==> config.mk <==
export PLATFORM = sky130hd
export DESIGN_NAME = mem_bus_arbiter
export DESIGN_NICKNAME = d
export VERILOG_FILES = /design/src/rtl/mem_bus_pkg.sv /design/src/rtl/rr_arb2.sv /design/src/rtl/mem_bus_arbiter.sv
export SDC_FILE = /design/constraint.sdc
export NUM_CORES = 1
export LEC_CHECK = 0
export CAP_MARGIN = 10
export CORE_AREA = 2 2 107 109
export CTS_CLUSTER_SIZE = 20
export DETAILED_ROUTE_END_ITERATION = 16
export DIE_AREA = 0 0 109 111
export PLACE_DENSITY = 0.77
export SYNTH_ARGS = -nofsm -noshare
export SYNTH_HDL_FRONTEND = slang
export SYNTH_SLANG_ARGS = --single-unit
==> constraint.sdc <==
create_clock -name clk -period 2.2 [get_ports clk]
set_clock_uncertainty 0.1 [all_clocks]
set_input_delay 0.44 -clock clk [delete_from_list [all_inputs] [get_ports clk]]
set_output_delay 0.44 -clock clk [all_outputs]
set_load 0.02 [all_outputs]
==> src/rtl/mem_bus_pkg.sv <==
// Shared types and widths for the two-master memory bus arbiter.
// Holds the FSM encoding, bus payload struct and the per-master request slicer.
package mem_bus_pkg;

    localparam int unsigned ADDR_W = 32;
    localparam int unsigned DATA_W = 32;
    localparam int unsigned STRB_W = 4;
    localparam int unsigned N_MST  = 2;

    localparam logic [DATA_W-1:0] ERR_RDATA_DEF = 32'hDEAD_BEEF;

    typedef enum logic [0:0] {
        ST_IDLE = 1'b0,
        ST_BUSY = 1'b1
    } state_e;

    typedef struct packed {
        logic [ADDR_W-1:0] addr;
        logic [DATA_W-1:0] wdata;
        logic [STRB_W-1:0] wstrb;
    } mem_req_t;

    // Extract one master's request fields from the concatenated {m1, m0} buses.
    function automatic mem_req_t master_req(
        input logic [N_MST*ADDR_W-1:0] addr,
        input logic [N_MST*DATA_W-1:0] wdata,
        input logic [N_MST*STRB_W-1:0] wstrb,
        input logic                    idx
    );
        mem_req_t r;
        if (idx) begin
            r.addr  = addr[N_MST*ADDR_W-1 -: ADDR_W];
            r.wdata = wdata[N_MST*DATA_W-1 -: DATA_W];
            r.wstrb = wstrb[N_MST*STRB_W-1 -: STRB_W];
        end else begin
            r.addr  = addr[ADDR_W-1:0];
            r.wdata = wdata[DATA_W-1:0];
            r.wstrb = wstrb[STRB_W-1:0];
        end
        return r;
    endfunction

endpackage

==> src/rtl/rr_arb2.sv <==
// Two-input round-robin picker: a lone request always wins, a tie goes to the
// master selected by prio (0 = master0, 1 = master1). Purely combinational.
module rr_arb2 (
    input  logic [1:0] req,
    input  logic       prio,
    output logic [1:0] gnt
);

    always_comb begin
        gnt = 2'b00;
        case (req)
            2'b01:   gnt = 2'b01;
            2'b10:   gnt = 2'b10;
            2'b11:   gnt = prio ? 2'b10 : 2'b01;
            default: gnt = 2'b00;
        endcase
    end

endmodule

==> src/rtl/mem_bus_arbiter.sv <==
// Shares one valid/ready memory port between two masters: round-robin, one
// access in flight, grant held to completion, watchdog completes hung accesses.
module mem_bus_arbiter
    import mem_bus_pkg::*;
#(
    parameter int unsigned       TIMEOUT   = 1024,
    parameter logic [DATA_W-1:0] ERR_RDATA = ERR_RDATA_DEF
) (
    input  logic                    clk,
    input  logic                    rst,
    input  logic [N_MST-1:0]        m_valid,
    output logic [N_MST-1:0]        m_ready,
    input  logic [N_MST*ADDR_W-1:0] m_addr,
    input  logic [N_MST*DATA_W-1:0] m_wdata,
    input  logic [N_MST*STRB_W-1:0] m_wstrb,
    output logic [DATA_W-1:0]       m_rdata,
    output logic                    s_valid,
    input  logic                    s_ready,
    output logic [ADDR_W-1:0]       s_addr,
    output logic [DATA_W-1:0]       s_wdata,
    output logic [STRB_W-1:0]       s_wstrb,
    input  logic [DATA_W-1:0]       s_rdata,
    output logic [N_MST-1:0]        grant,
    output logic                    timeout_err
);

    localparam int unsigned       WDOG_W    = $clog2(TIMEOUT) + 1;
    localparam logic [WDOG_W-1:0] WDOG_LAST = WDOG_W'(TIMEOUT - 1);

    state_e            state_q, state_d;
    logic [N_MST-1:0]  grant_q, grant_d;
    logic              prio_q, prio_d;
    logic [WDOG_W-1:0] wdog_q, wdog_d;

    logic [N_MST-1:0]  arb_gnt;
    mem_req_t          sel_req;
    logic              busy;
    logic              owner_valid;
    logic              xfer_ok;
    logic              xfer_to;
    logic              xfer_abort;
    logic              xfer_end;

    rr_arb2 u_rr_arb2 (
        .req  (m_valid),
        .prio (prio_q),
        .gnt  (arb_gnt)
    );

    assign sel_req = master_req(m_addr, m_wdata, m_wstrb, grant_q[1]);

    // Ways a BUSY access ends; s_ready outranks the watchdog, a dropped request aborts silently.
    assign busy        = (state_q == ST_BUSY);
    assign owner_valid = |(m_valid & grant_q);
    assign xfer_ok     = busy && owner_valid && s_ready;
    assign xfer_to     = busy && owner_valid && !s_ready && (wdog_q == WDOG_LAST);
    assign xfer_abort  = busy && !owner_valid;
    assign xfer_end    = xfer_ok || xfer_to || xfer_abort;

    always_ff @(posedge clk) begin
        if (rst) begin
            state_q <= ST_IDLE;
            grant_q <= '0;
            prio_q  <= 1'b0;
            wdog_q  <= '0;
        end else begin
            state_q <= state_d;
            grant_q <= grant_d;
            prio_q  <= prio_d;
            wdog_q  <= wdog_d;
        end
    end

    // Next-state: arbitrate in IDLE, count and retire in BUSY.
    always_comb begin
        state_d = state_q;
        grant_d = grant_q;
        prio_d  = prio_q;
        wdog_d  = wdog_q;
        case (state_q)
            ST_IDLE: begin
                if (|m_valid) begin
                    state_d = ST_BUSY;
                    grant_d = arb_gnt;
                    wdog_d  = '0;
                end
            end
            ST_BUSY: begin
                wdog_d = wdog_q + WDOG_W'(1);
                if (xfer_end) begin
                    state_d = ST_IDLE;
                    grant_d = '0;
                    wdog_d  = '0;
                    prio_d  = ~grant_q[1];
                end
            end
            default: begin
                state_d = ST_IDLE;
                grant_d = '0;
                wdog_d  = '0;
            end
        endcase
    end

    // Slave-side mux and master-side completion, all zero outside an active access.
    always_comb begin
        s_valid     = 1'b0;
        s_addr      = '0;
        s_wdata     = '0;
        s_wstrb     = '0;
        m_ready     = '0;
        m_rdata     = '0;
        timeout_err = 1'b0;
        if (busy) begin
            s_valid = 1'b1;
            s_addr  = sel_req.addr;
            s_wdata = sel_req.wdata;
            s_wstrb = sel_req.wstrb;
            if (xfer_ok) begin
                m_ready = grant_q;
                m_rdata = s_rdata;
            end else if (xfer_to) begin
                m_ready     = grant_q;
                m_rdata     = ERR_RDATA;
                timeout_err = 1'b1;
            end
        end
    end

    assign grant = grant_q;

endmodule

# Word level (Yosys, flattened, before mapping)
# Index checks and enable logic that the tools add are counted.
[totals]
register_bits = 15
in_bits = 173
output_inout_bits = 106
word_cells = 52
[classes]
addsub = 1
bitwise = 3
reduce_logical = 13
mux = 25
eq_ne = 6
[ops]
columns = ["op", "count"]
rows = [
  ["$mux W32", 5],
  ["$mux W68", 1],
  ["$mux W11", 2],
  ["$pmux W11 S2", 1],
  ["$mux W2", 6],
  ["$add A11 B1 Y11 const B", 1],
  ["$eq A11 B10 Y1 const B", 1],
  ["$mux W1", 6],
  ["$pmux W2 S3", 1],
  ["$logic_and A1 B1 Y1", 5],
  ["$eq A2 B2 Y1 const B", 2],
  ["$mux W4", 1],
  ["$pmux W2 S2", 1],
  ["$reduce_and A2 Y1", 2],
  ["$reduce_or A2 Y1", 2],
  ["$and A2 B2 Y2", 1],
  ["$eq A2 B1 Y1 const B", 1],
  ["$logic_not A1 Y1", 2],
  ["$logic_or A1 B1 Y1", 2],
  ["$ne A2 B1 Y1 const B", 1],
  ["$ne A2 B2 Y1 const B", 1],
  ["$not A1 Y1", 2],
  ["$pmux W1 S2", 1],
]

# Longest topological paths before layout
# Gate-level depths: netlist of run 1.
[logic_depth]
ltp_word = 9
ltp_mapped = 6
mapped_depth_nobuf = 5

# Hierarchy
# From an unflattened synthesis of run 1, not the netlist that was laid out.
[hier_totals]
hier_cells = 319
hier_area_um2 = 2299.7
[modules_own_cells]
columns = ["module", "cells_each", "area_per_inst_um2", "seq_area_each_um2", "instances"]
rows = [
  ["mem_bus_arbiter", 316, 2280.9, 300.3, 1],
  ["rr_arb2", 3, 18.8, 0.0, 1],
]

# Worst setup path after synthesis of run 1
# No wires, ideal clock.
[synth_path]
path_kind = "register to output"
from = "register grant_q[1] (netlist: grant[1])"
to = "output m_rdata[10]"
path_stages_with_launch = 7
slack_ps = -35
path_buffers = 2
arrival_ps = 1695
required_ps = 1660
cell_sequence = "dfxtp_1 > buf_2 > a22oi_2 > nor3b_2 > nand2_1 > buf_2 > nand2_1"
[synth_between]
elab_chain_len = 8
elab_cells_between_ends = 9
classes_between = "mux: 3; bitwise: 1; reduce/logical: 5"
[synth_rtl]
columns = ["item", "line", "rtl"]
rows = [
  ["start: declaration", "mem_bus_arbiter.sv:31", "logic [N_MST-1:0] grant_q, grant_d;"],
  ["start signal: assignment", "mem_bus_arbiter.sv:68", "grant_q <= grant_d;"],
  ["$and A2 B2 Y2 *", "mem_bus_arbiter.sv:54", "assign owner_valid = |(m_valid & grant_q);"],
  ["$reduce_or A2 Y1 *", "mem_bus_arbiter.sv:54", ""],
  ["$logic_and A1 B1 Y1 *", "mem_bus_arbiter.sv:55, mem_bus_arbiter.sv:56", ""],
  ["$logic_and A1 B1 Y1 (2 in a row)", "mem_bus_arbiter.sv:56", "assign xfer_to = busy && owner_valid && !s_ready && (wdog_q == WDOG_LAST);"],
  ["$mux W32", "mem_bus_arbiter.sv:122", "end else if (xfer_to) begin"],
  ["$mux W32 *", "mem_bus_arbiter.sv:119", "if (xfer_ok) begin"],
  ["$mux W32 *", "mem_bus_arbiter.sv:114", "if (busy) begin"],
  ["end: declaration", "mem_bus_arbiter.sv:16", "output logic [DATA_W-1:0] m_rdata,"],
]
# Every way passes the cells marked *; elsewhere a longest branch is shown, timed or not.

# Worst setup path in the final report of run 1
[layout_path]
from = "register wdog_q[1]"
to = "output m_ready[0]"
[layout_between]
elab_chain_len = 5
[layout_rtl]
columns = ["item", "line", "rtl"]
rows = [
  ["start: declaration", "mem_bus_arbiter.sv:33", "logic [WDOG_W-1:0] wdog_q, wdog_d;"],
  ["start signal: assignment", "mem_bus_arbiter.sv:70", "wdog_q <= wdog_d;"],
  ["$eq A11 B10 Y1", "mem_bus_arbiter.sv:56", ""],
  ["$logic_and A1 B1 Y1", "mem_bus_arbiter.sv:56", ""],
  ["$mux W2", "mem_bus_arbiter.sv:122", ""],
  ["$mux W2", "mem_bus_arbiter.sv:119", ""],
  ["$mux W2", "mem_bus_arbiter.sv:114", ""],
  ["end: declaration", "mem_bus_arbiter.sv:12", "output logic [N_MST-1:0] m_ready,"],
]
# No other way between the ends.

==> metrics.yaml, run 1 <==
outcome:
  status: "complete, but fails checks"
  violations: "negative setup slack"
setup_path:
  worst_setup_path_start_kind: "register"
  crit_type: "register to output pin"
  critPathRequiredTime_ps: 1660
  critPathArrivalTime_ps: 1660
  worst-path-max-fanout: 2
  worstSetupEndpointType: "output pin"
routing:
  routed_wire_length_per_instance_um: 16.16
  viasPerCell: 4.639
  drt_first_pass_iters: 4
  postRouteAntennaNets: 0
  drt_iter0_markers: 168
  routed_wl_um: 12480
  vias: 3581
  route.detailed.drc: 0
timing:
  hold_viol_final: 0
  max_freq_ghz: 0.4539
  finalSetupViolations: 1
  rsz0062_at_grt: "true"
  drv_slew: 0
  post-route-period-util: 1.001
  layout_setup_ws_ps: -3.267
  slew_headroom: 0.8028
  min_period_ps: 2203
  holdWs_ps: 464.0
  tightest_slew_ps: 294.9
flow_run:
  cap_violations: 0
placement:
  place_hpwl_um: 9426
  placement.io_buffers: 278
  place_ws_ps: -685.4
  gp_congestion: 0.8984
clock_tree:
  cts.sink_count: 15
  clkTransAtPathRegs_ps: 50
  cts_buffers: 3
  cts_tree: "built"
  h-tree-depth: 1
  clockBufferDepth: 2
  insertion_delay_ps: 250
  postCtsHoldBufs: 0
  root_buffer: "clkbuf_16"
finish:
  drive_above_1_share: 0.2146
  area_growth_pct: 157.4
  antenna_cells_inserted: 0
  final_net_count: 804
power:
  vdd_drop_max_mv: 0.2361
  power_leakage_uw: 0.002612
  power_density_nw_per_um2: 279.8
  fin_total_pwr_uw: 1637
yosys:
  synth-seq-area-share: 0.1322
  synthesis.nets: 492
  synthCells: 318
  ys_types: 37
  synth_area_per_cell_sq_um: 7.145
  synth_warnings: 0
  ys_ff_latch: 15
  synth_area_sq_um: 2272
floorplan:
  start_util: 0.2051
  design.die.area_sq_um: 12100
  fp.dieW_um: 109
  ios: 279
  die_h_um: 111
  num_rows: 39
  coreArea_sq_um: 11080
global_routing:
  grt_max_degree: 48
  grt_pass1_vias: 3495
  grt-ovfl-total: 0
  globalRouteTotalUtil: 0.1870
  grt_pass1_wl_um: 17920
  antenna_found_initial: 0
worst_hold_path:
  hp-class: "register to register"
## cells by family after synthesis
logic type	count (synthesis)	synth area share
mux	69	0.3040
buf+inv	26	0.05121
fa+ha+maj	1	0.005506
xor+xnor	2	0.007711
simple gates	175	0.4135
compound gates	30	0.08590
flops	15	0.1322
## area by class of cell
cell class                 instances  area [sq um]
fill                            1007          5228
multi-input combinational        277          2014
clock inverter                     1         5.005
sequential                        15         312.8
clock buffer                       3         75.07
inverter                           3         11.26
tap                              143         178.9
timing repair buffer             330          3252
## layout by cell type (no fill, tap or decap), types with 2 or more instances in the layout
cell type,instances
nor2b_1,69
clkbuf_2,2
clkbuf_16,4
nand2_2,11
buf_4,52
a211oi_1,2
inv_1,3
o21ai_0,6
mux2i_1,66
a32oi_1,2
nand3_1,6
buf_6,23
mux2i_2,2
clkdlybuf4s50_1,172
dfxtp_1,7
and2_4,5
o21a_1,4
dfxtp_2,7
nor2_1,4
buf_16,6
o211ai_1,3
buf_8,2
dlygate4sd2_1,67
nand2_4,2
and2_1,4
nand2b_1,2
buf_2,2
a21oi_1,9
nand2_1,51
nor3_1,7
## timing repair
action	4_1_cts	5_1_grt
pin swaps	7	5
endpoints found under the setup margin	103	65
resized for setup	252	71
gates cloned	6	1
setup buffers	11	1
## critical path, stage by stage, from the launching register on
cell     delay (ps)
dfxtp_2         360
ha_4            160
nand3_4          90
nor4_4          140
buf_4           180
and2_4          160
buf_6           100
o21a_1          110
buf_6           120
## routing by layer
layer / track usage / wire (um)
met1: 0.2041 / 4628
met2: 0.3582 / 6429
met3: 0.03821 / 1231
met4: 0.04530 / 189
met5: 0 / 0
## registers in the layout, indices dropped and copies added (netlist names)
signal  cells
busy        1
grant       2
prio_q      1
wdog_q     11
## metrics by stage
step | util | instance area, sq um | std cells | setup TNS, ps
after floorplan | - | 2278 | 318 | 0
after global placement | 0.4918 | 5448 | 752 | -25020
after detailed placement | 0.4918 | 5448 | 752 | -26410
after CTS | 0.5108 | 5658 | 772 | -38.81
after global routing | 0.5281 | 5849 | 772 | -466.3
final | 0.5281 | 5849 | 772 | -3.267
## power by group
group	leakage, uW	switching (uW)	internal [uW]
registers	0.000126	7.64	280
logic	0.00244	415	569
clock network	0.0000409	122	243
total	0.00261	545	1090
## path summary, 6_finish.rpt
kind	from	to	slack, ps	cells past startpoint
setup reg to reg	wdog_q[8]$_SDFFE_PP0P_	wdog_q[8]$_SDFFE_PP0P_	310	6
setup / recovery	wdog_q[1]$_SDFFE_PP0P_	m_ready[0]	-3	8
hold reg to reg	wdog_q[4]$_SDFFE_PP0P_	wdog_q[4]$_SDFFE_PP0P_	460	2
hold / removal	wdog_q[4]$_SDFFE_PP0P_	wdog_q[4]$_SDFFE_PP0P_	460	2
## synthesized netlist by cell type
master    count  area [sq um]
mux2i_1      69         690.7
nor2b_1      69         431.7
nand2_1      65         244.0
dfxtp_1      15         300.3
clkbuf_1     12         45.04
a21oi_1       9         45.04
and2_1        9         56.30
buf_2         9         45.04
nor3_1        8         40.04
nand3_1       7         35.03
o21ai_0       6         30.03
nor2_1        5         18.77
o21a_1        4         30.03
inv_1         3         11.26
o211ai_1      3         22.52
a211oi_1      2         15.01
a32oi_1       2         17.52
nand2b_1      2         12.51
a22oi_2       1         12.51
a31oi_1       1         6.260
buf_1         1         3.750
buf_6         1         11.26
ha_1          1         12.51
nand3b_1      1         7.510
nand4_1       1         6.260
nand4_2       1         12.51
nor3b_2       1         12.51
nor4_1        1         6.260
nor4b_1       1         8.760
nor4b_4       1         23.77
o311ai_1      1         8.760
o31ai_1       1         7.510
or2_2         1         6.260
or3_1         1         6.260
or4_4         1         11.26
xnor2_1       1         8.760
xor2_1        1         8.760
Power figures use the tool's default switching activity.
==> run 2, diff against run 1 <==
Settings changed: CORE_AREA 2 2 107 109 to default, CORE_ASPECT_RATIO from default to 0.9, CORE_MARGIN from default to 8, CORE_UTILIZATION from default to 27, DIE_AREA 0 0 109 111 to default, PLACE_DENSITY 0.77 to 0.93.
==> run 2 against run 1 <==
- the flow still finishes with violations (negative setup slack)
- worst setup slack worse by 150 ps
- die area down 4.0%
- global-route usage up 6.8 points
- combinational power increased by 4%
- fmax shrank 6.3%
- critical endpoint is now m_rdata[23]
==> metrics.yaml, run 2 (synthesis results as in run 1) <==
placement:
  gp_congestion: 0.8811  # -1.9%
  placement.io_buffers: 278  # unchanged
  place_hpwl_um: 11980  # +27%
  place_ws_ps: -667.7  # +17.67 ps
  dpl_cell_area_sq_um: 5423  # -0.46%
clock_tree:
  insertion_delay_ps: 250  # about the same
  root_buffer: "clkbuf_8"
  clkTransAtPathRegs_ps: 70  # +20 ps
  cts.sink_count: 15  # unchanged
  cts_buffers: 3  # unchanged
  h-tree-depth: 1  # unchanged
  clockBufferDepth: 2  # unchanged
  cts_tree: "built"
floorplan:
  die_h_um: 103.0  # -7.2%
  start_util: 0.2803  # +0.07516
  num_rows: 31  # -21%
  design.die.area_sq_um: 11610  # -4.0%
  ios: 279  # unchanged
  coreArea_sq_um: 8107  # -27%
  fp.dieW_um: 112.7  # +3.4%
setup_path:
  critPathArrivalTime_ps: 1810  # +150 ps
  worst-path-max-fanout: 7  # +5
  r2r_end: "wdog_q[8]$_SDFFE_PP0P_"
  r2r_cells: 6  # unchanged
  crit_family: "buffers and inverters"
  critPathRequiredTime_ps: 1660  # about the same
  r2r_slack_ps: 290  # -20 ps
  cp.buffers_inverters: 4  # +1
  crit_type: "register to output pin"
  rr_startpoint: "wdog_q[0]$_SDFFE_PP0P_"
  worstSetupEndpointType: "output pin"
  slowest_delay_ps: 370  # about the same
  worst_setup_path_start_kind: "register"
  crit_path_top_delay_cell: "dfxtp_4"
  worstPathCellList: "ha_4, nand3_4, nor4_4, buf_4, nand2_4, buf_6, buf_12, nand2_4, buf_6"
finish:
  final_common_cell: "clkdlybuf4s50_1"
  regMostFlops: "wdog_q"
  multi_input_area_sq_um: 2155  # +7.0%
  largest_register_ffs: 11  # unchanged
  final_cell_area_sq_um: 5979  # +2.2%
  final_cell_mix: "172 x clkdlybuf4s50_1, 69 x nor2b_1, 65 x dlygate4sd2_1, 63 x mux2i_1, 40 x buf_4"
  num-fill-cells: 563  # -44%
  area_growth_pct: 163.2
  final_net_count: 806  # +0.25%
  drive_above_1_share: 0.2441  # +0.02943
  regArea_sq_um: 315.3  # +0.80%
routing:
  postRouteAntennaNets: 0  # unchanged
  drt_iter0_markers: 266  # +58%
  viasPerCell: 4.992  # +7.6%
  route.detailed.drc: 0  # unchanged
  routed_wire_length_per_instance_um: 22.50  # +39%
  vias: 3649  # +1.9%
  routed_wl_um: 16450  # +32%
  drt_first_pass_iters: 4  # unchanged
timing:
  min_period_ps: 2352  # +148.4 ps
  drv_slew: 0  # unchanged
  max_freq_ghz: 0.4252  # -6.3%
  post-route-period-util: 1.069  # +0.06747
  hold_viol_final: 0  # unchanged
  tightest_slew_ps: 335.6  # +40.73 ps
  rsz0062_at_grt: "true"
  layout_setup_ws_ps: -151.7  # -148.4 ps
  finalSetupViolations: 27  # +26
  slew_headroom: 0.7746  # -0.02826
outcome:
  status: "complete, but fails checks"
  violations: "negative setup slack"
global_routing:
  grt-ovfl-total: 0  # unchanged
  grt_pass1_vias: 3994  # +14%
  grt_pass1_wl_um: 23250  # +30%
  globalRouteTotalUtil: 0.2552  # +0.06819
  grt_max_degree: 51  # +6.3%
  antenna_found_initial: 1  # +1
worst_hold_path:
  min_path_cells: 2  # unchanged
  hp-start: "prio_q$_SDFFE_PP0P_"
  hold_end: "prio_q$_SDFFE_PP0P_"
  hp-class: "register to register"
power:
  vdd_drop_max_mv: 0.1938  # -18%
  fin_total_pwr_uw: 1544  # -5.6%
  power_density_nw_per_um2: 258.3  # -7.7%
  power_leakage_uw: 0.002613  # about the same
flow_run:
  cap_violations: 0  # unchanged
## run 2: changes by cell type in the layout (fill, tap and decap cells not counted), sizes merged
cell and change:
bufbuf -1, buf +3, clkbuf +2, diode +1
dlygate4sd2 -2
## run 2: how the worst max path moves through the flow
stage / slack (ps) / start / depth (start not counted) / end
2_1_floorplan: 40 / grant[1]$_SDFFE_PP0P_ / 5 / timeout_err
3_3_place_gp: -610 / m_valid[1] / 6 / m_ready[1]
3_5_place_dp: -670 / m_valid[1] / 6 / m_rdata[8]
4_1_cts: -140 / wdog_q[1]$_SDFFE_PP0P_ / 10 / m_rdata[5]
5_1_grt: -230 / wdog_q[0]$_SDFFE_PP0P_ / 9 / m_rdata[1]
6_report: -150 / wdog_q[0]$_SDFFE_PP0P_ / 9 / m_rdata[23]
## run 2: final cells by class
type                       count  share of cell area
timing repair buffer         332              0.5562
tap                           99             0.02072
clock inverter                 1           0.0008370
multi-input combinational    277              0.3603
clock buffer                   3            0.006905
sequential                    15             0.05273
inverter                       3            0.001883
antenna                        1           0.0004185
## run 2: worst register-to-register path, cell delays in order (launching register included)
cell and delay (ps):
dfxtp_4 370, ha_4 150, nand3_4 90, buf_4 170, or4_4 570, nand2_1 200, o311ai_1 130
## run 2: where the power goes
part,total [uW],switching [uW],internal [uW]
clock,234,108,126
combinational,1020,440,582
sequential,288,9.81,278
## run 2: metal layers
metal	GRT usage	vias up	routed length (um)	share of wire
met5	0	-	0	0
met4	0.08282	0	450	0.027
met3	0.07787	36	1440	0.088
met2	0.4963	226	8702	0.53
met1	0.2561	1674	5856	0.36
li1	-	1713	-	-
## run 2: timing repair
action / in CTS / in global routing
gates cloned: 5 / 1
setup buffers: 10 / 2
endpoints found under the setup margin: 103 / 62
pin swaps: 8 / 6
resized for setup: 339 / 45
hold buffers: 0 / 0
## run 2: metrics by stage
| stage | util | TNS, ps | instances | hold WS, ps |
|---|---|---|---|---|
| floorplan | - | 0 | 318 | 354.0 |
| detailed placement | 0.6689 | -26520 | 710 | 450.9 |
| global route | 0.7376 | -5456 | 731 | 508.7 |
| global placement | 0.6689 | -24080 | 710 | 422.6 |
| CTS | 0.7260 | -1825 | 729 | 468.1 |
| finish | 0.7376 | -3514 | 731 | 476.1 |
==> run 3, diff against run 2 <==
Settings changed: ABC_AREA from default to 0, MAX_ROUTING_LAYER from default to met4.
==> run 3 against run 2 <==
- the run now ends clean
- register-to-register slack improved by 40 ps
- sequential share of layout area hardly changed
- worst setup slack improved by 160 ps
- core utilization decreased by 0.73 points
- final area down 0.98%
- final cell count up 0.14%
- clock-buffer cell count stayed put
- via count decreased by 0.38%
- clock power up 2%
- die area unchanged
- global-route usage decreased by 0.97 points
- sequential cell count stayed put
- critical endpoint is now m_rdata[18]
==> metrics.yaml, run 3 (synthesis results as in run 1) <==
worst_hold_path:
  hp-class: "register to register"
  min_path_cells: 2  # unchanged
finish:
  final_cell_area_sq_um: 5921  # -0.98%
  final_common_cell: "clkdlybuf4s50_1"
  area_growth_pct: 160.6
  final_net_count: 807  # +0.12%
  largest_register_ffs: 11  # unchanged
  drive_above_1_share: 0.2468  # +0.002778
  final_cell_mix: "172 x clkdlybuf4s50_1, 69 x nor2b_1, 61 x mux2i_1, 58 x dlygate4sd2_1, 42 x buf_4"
  regMostFlops: "wdog_q"
  regArea_sq_um: 311.5  # -1.2%
  multi_input_area_sq_um: 2130  # -1.2%
  num-fill-cells: 573  # +1.8%
floorplan:
  num_rows: 31  # unchanged
  die_h_um: 103.0  # unchanged
  fp.dieW_um: 112.7  # unchanged
  design.die.area_sq_um: 11610  # unchanged
  ios: 279  # unchanged
  coreArea_sq_um: 8107  # unchanged
  start_util: 0.2803  # unchanged
power:
  vdd_drop_max_mv: 0.1864  # -3.8%
  comb_power_share: 0.659  # -0.003
  power_leakage_uw: 0.002582  # -1.2%
  swShare: 0.3632  # +0.001525
  power_density_nw_per_um2: 262.4  # +1.6%
  fin_total_pwr_uw: 1554  # +0.60%
  switchingPower_uw: 564.3  # +1.0%
  intPower_uw: 989.3  # +0.36%
  clockPowerShare: 0.154  # +0.002
  p_seq_frac: 0.187  # about the same
setup_path:
  cp.depth: 8  # -1
  worstSetupEndpointType: "output pin"
  r2r_cells: 6  # unchanged
  crit_path_top_delay_cell: "dfxtp_2"
  critPathRequiredTime_ps: 1660  # about the same
  cp.buffers_inverters: 3  # -1
  critPathArrivalTime_ps: 1650  # -160 ps
  worst_setup_path_start_kind: "register"
  crit_family: "buffers and inverters"
  worst-path-max-fanout: 6  # -1
  slowest_delay_ps: 360  # about the same
  worstPathCellList: "ha_4, nand3_4, nor4_2, buf_4, nand2_8, clkbuf_16, nand2_2, buf_6"
  crit_type: "register to output pin"
timing:
  slew_headroom: 0.8015  # +0.02698
  hold_viol_final: 0  # unchanged
  drv_slew: 0  # unchanged
  post-route-period-util: 0.9958  # -0.07320
  layout_setup_ws_ps: 9.339  # +161.0 ps
  tightest_slew_ps: 296.4  # -39.15 ps
  rsz0062_at_grt: "true"
  min_period_ps: 2191  # -161.0 ps
  finalSetupViolations: 0  # -100%
  max_freq_ghz: 0.4565  # +7.4%
clock_tree:
  postCtsHoldBufs: 0  # unchanged
  cts_tree: "built"
  insertion_delay_ps: 260  # about the same
  cts.sink_count: 15  # unchanged
  root_buffer: "clkbuf_8"
  h-tree-depth: 1  # unchanged
  clkTransAtPathRegs_ps: 70  # about the same
  clockBufferDepth: 2  # unchanged
  cts_buffers: 3  # unchanged
outcome:
  status: "finished clean"
routing:
  topRoutingLayerUsed: "met4"
  postRouteAntennaNets: 0  # unchanged
  wl_met1_um: 5973  # +2.0%
  routed_wire_length_per_instance_um: 21.94  # -2.5%
  viasPerCell: 4.966  # -0.52%
  route.detailed.drc: 0  # unchanged
  wl_met2_um: 8362  # -3.9%
  drt_first_pass_iters: 4  # unchanged
  wl_met3_um: 1185  # -18%
  routed_wl_um: 16060  # -2.4%
  drt_iter0_markers: 177  # -33%
  vias: 3635  # -0.38%
flow_run:
  cap_violations: 0  # unchanged
global_routing:
  grt-ovfl-total: 0  # unchanged
  grt_pass1_wl_um: 21820  # -6.2%
  globalRouteTotalUtil: 0.2455  # -0.009702
  grt_max_degree: 51  # unchanged
  antenna_found_initial: 1  # unchanged
  grt_pass1_vias: 3866  # -3.2%
placement:
  gp_congestion: 0.8851  # +0.45%
  placement.io_buffers: 278  # unchanged
  place_hpwl_um: 12060  # +0.71%
  dpl_cell_area_sq_um: 5415  # -0.14%
  place_ws_ps: -722.3  # -54.58 ps
==> run 3: changes by cell type in the layout (fill, tap and decap cells not counted), sizes merged <==
| cell | delta |
|---|---|
| dlygate4sd2 | -7 |
| clkdlybuf4s15 | +6 |
| clkbuf | +1 |
| buf | +1 |
==> run 3: tightest hold or removal path: stages (launching register included) <==
cell and delay [ps]:
dfxtp_1 360, nand2b_1 90, a21oi_1 40
==> run 3: per-layer routing <==
metal | global-route usage | vias up
met4 | 0.05901 | 0
met5 | - | -
met3 | 0.04567 | 31
met2 | 0.4559 | 210
li1 | - | 1706
met1 | 0.2673 | 1688
==> run 3: area by class of cell <==
cell class,instances,share of cell area
sequential,15,0.05262
multi-input combinational,277,0.3597
clock buffer,3,0.006974
tap,99,0.02092
antenna,1,0.0004227
clock inverter,1,0.0008453
timing repair buffer,333,0.5566
inverter,3,0.001902
==> run 3: timing repair <==
action | 4_1_cts | 5_1_grt
pin swaps | 10 | 8
setup endpoints to repair | 103 | 59
cloned | 5 | 2
gates resized for setup | 264 | 111
buffers inserted | 9 | 4
==> run 3: metrics by stage <==
step	instances	utilization	setup TNS, ps	hold slack [ps]
floorplan	318	-	0	354.0
detailed placement	709	0.6680	-28090	384.0
finish	732	0.7304	0	425.8
CTS	727	0.6879	-342.4	418.1
global placement	709	0.6680	-24220	368.7
global route	732	0.7304	-734.6	459.6
==> run 3: path summary, 6_finish.rpt <==
kind / endpoint / startpoint / slack [ps]
worst max register to register: grant[1]$_SDFFE_PP0P_ / wdog_q[1]$_SDFFE_PP0P_ / 330
worst max-delay path: m_rdata[18] / wdog_q[1]$_SDFFE_PP0P_ / 9
worst min-delay path: wdog_q[10]$_SDFFE_PP0P_ / wdog_q[10]$_SDFFE_PP0P_ / 430
worst min register to register: wdog_q[10]$_SDFFE_PP0P_ / wdog_q[10]$_SDFFE_PP0P_ / 430
==> run 3: power groups by stage <==
| stage | logic (uW) | registers [uW] | clock network [uW] |
|---|---|---|---|
| floorplan | 399 | 297 | 0 |
| global placement | 997 | 293 | 0 |
| detailed placement | 1020 | 294 | 0 |
| CTS | 991 | 291 | 238 |
| global route | 1080 | 292 | 254 |
| finish | 1020 | 291 | 239 |
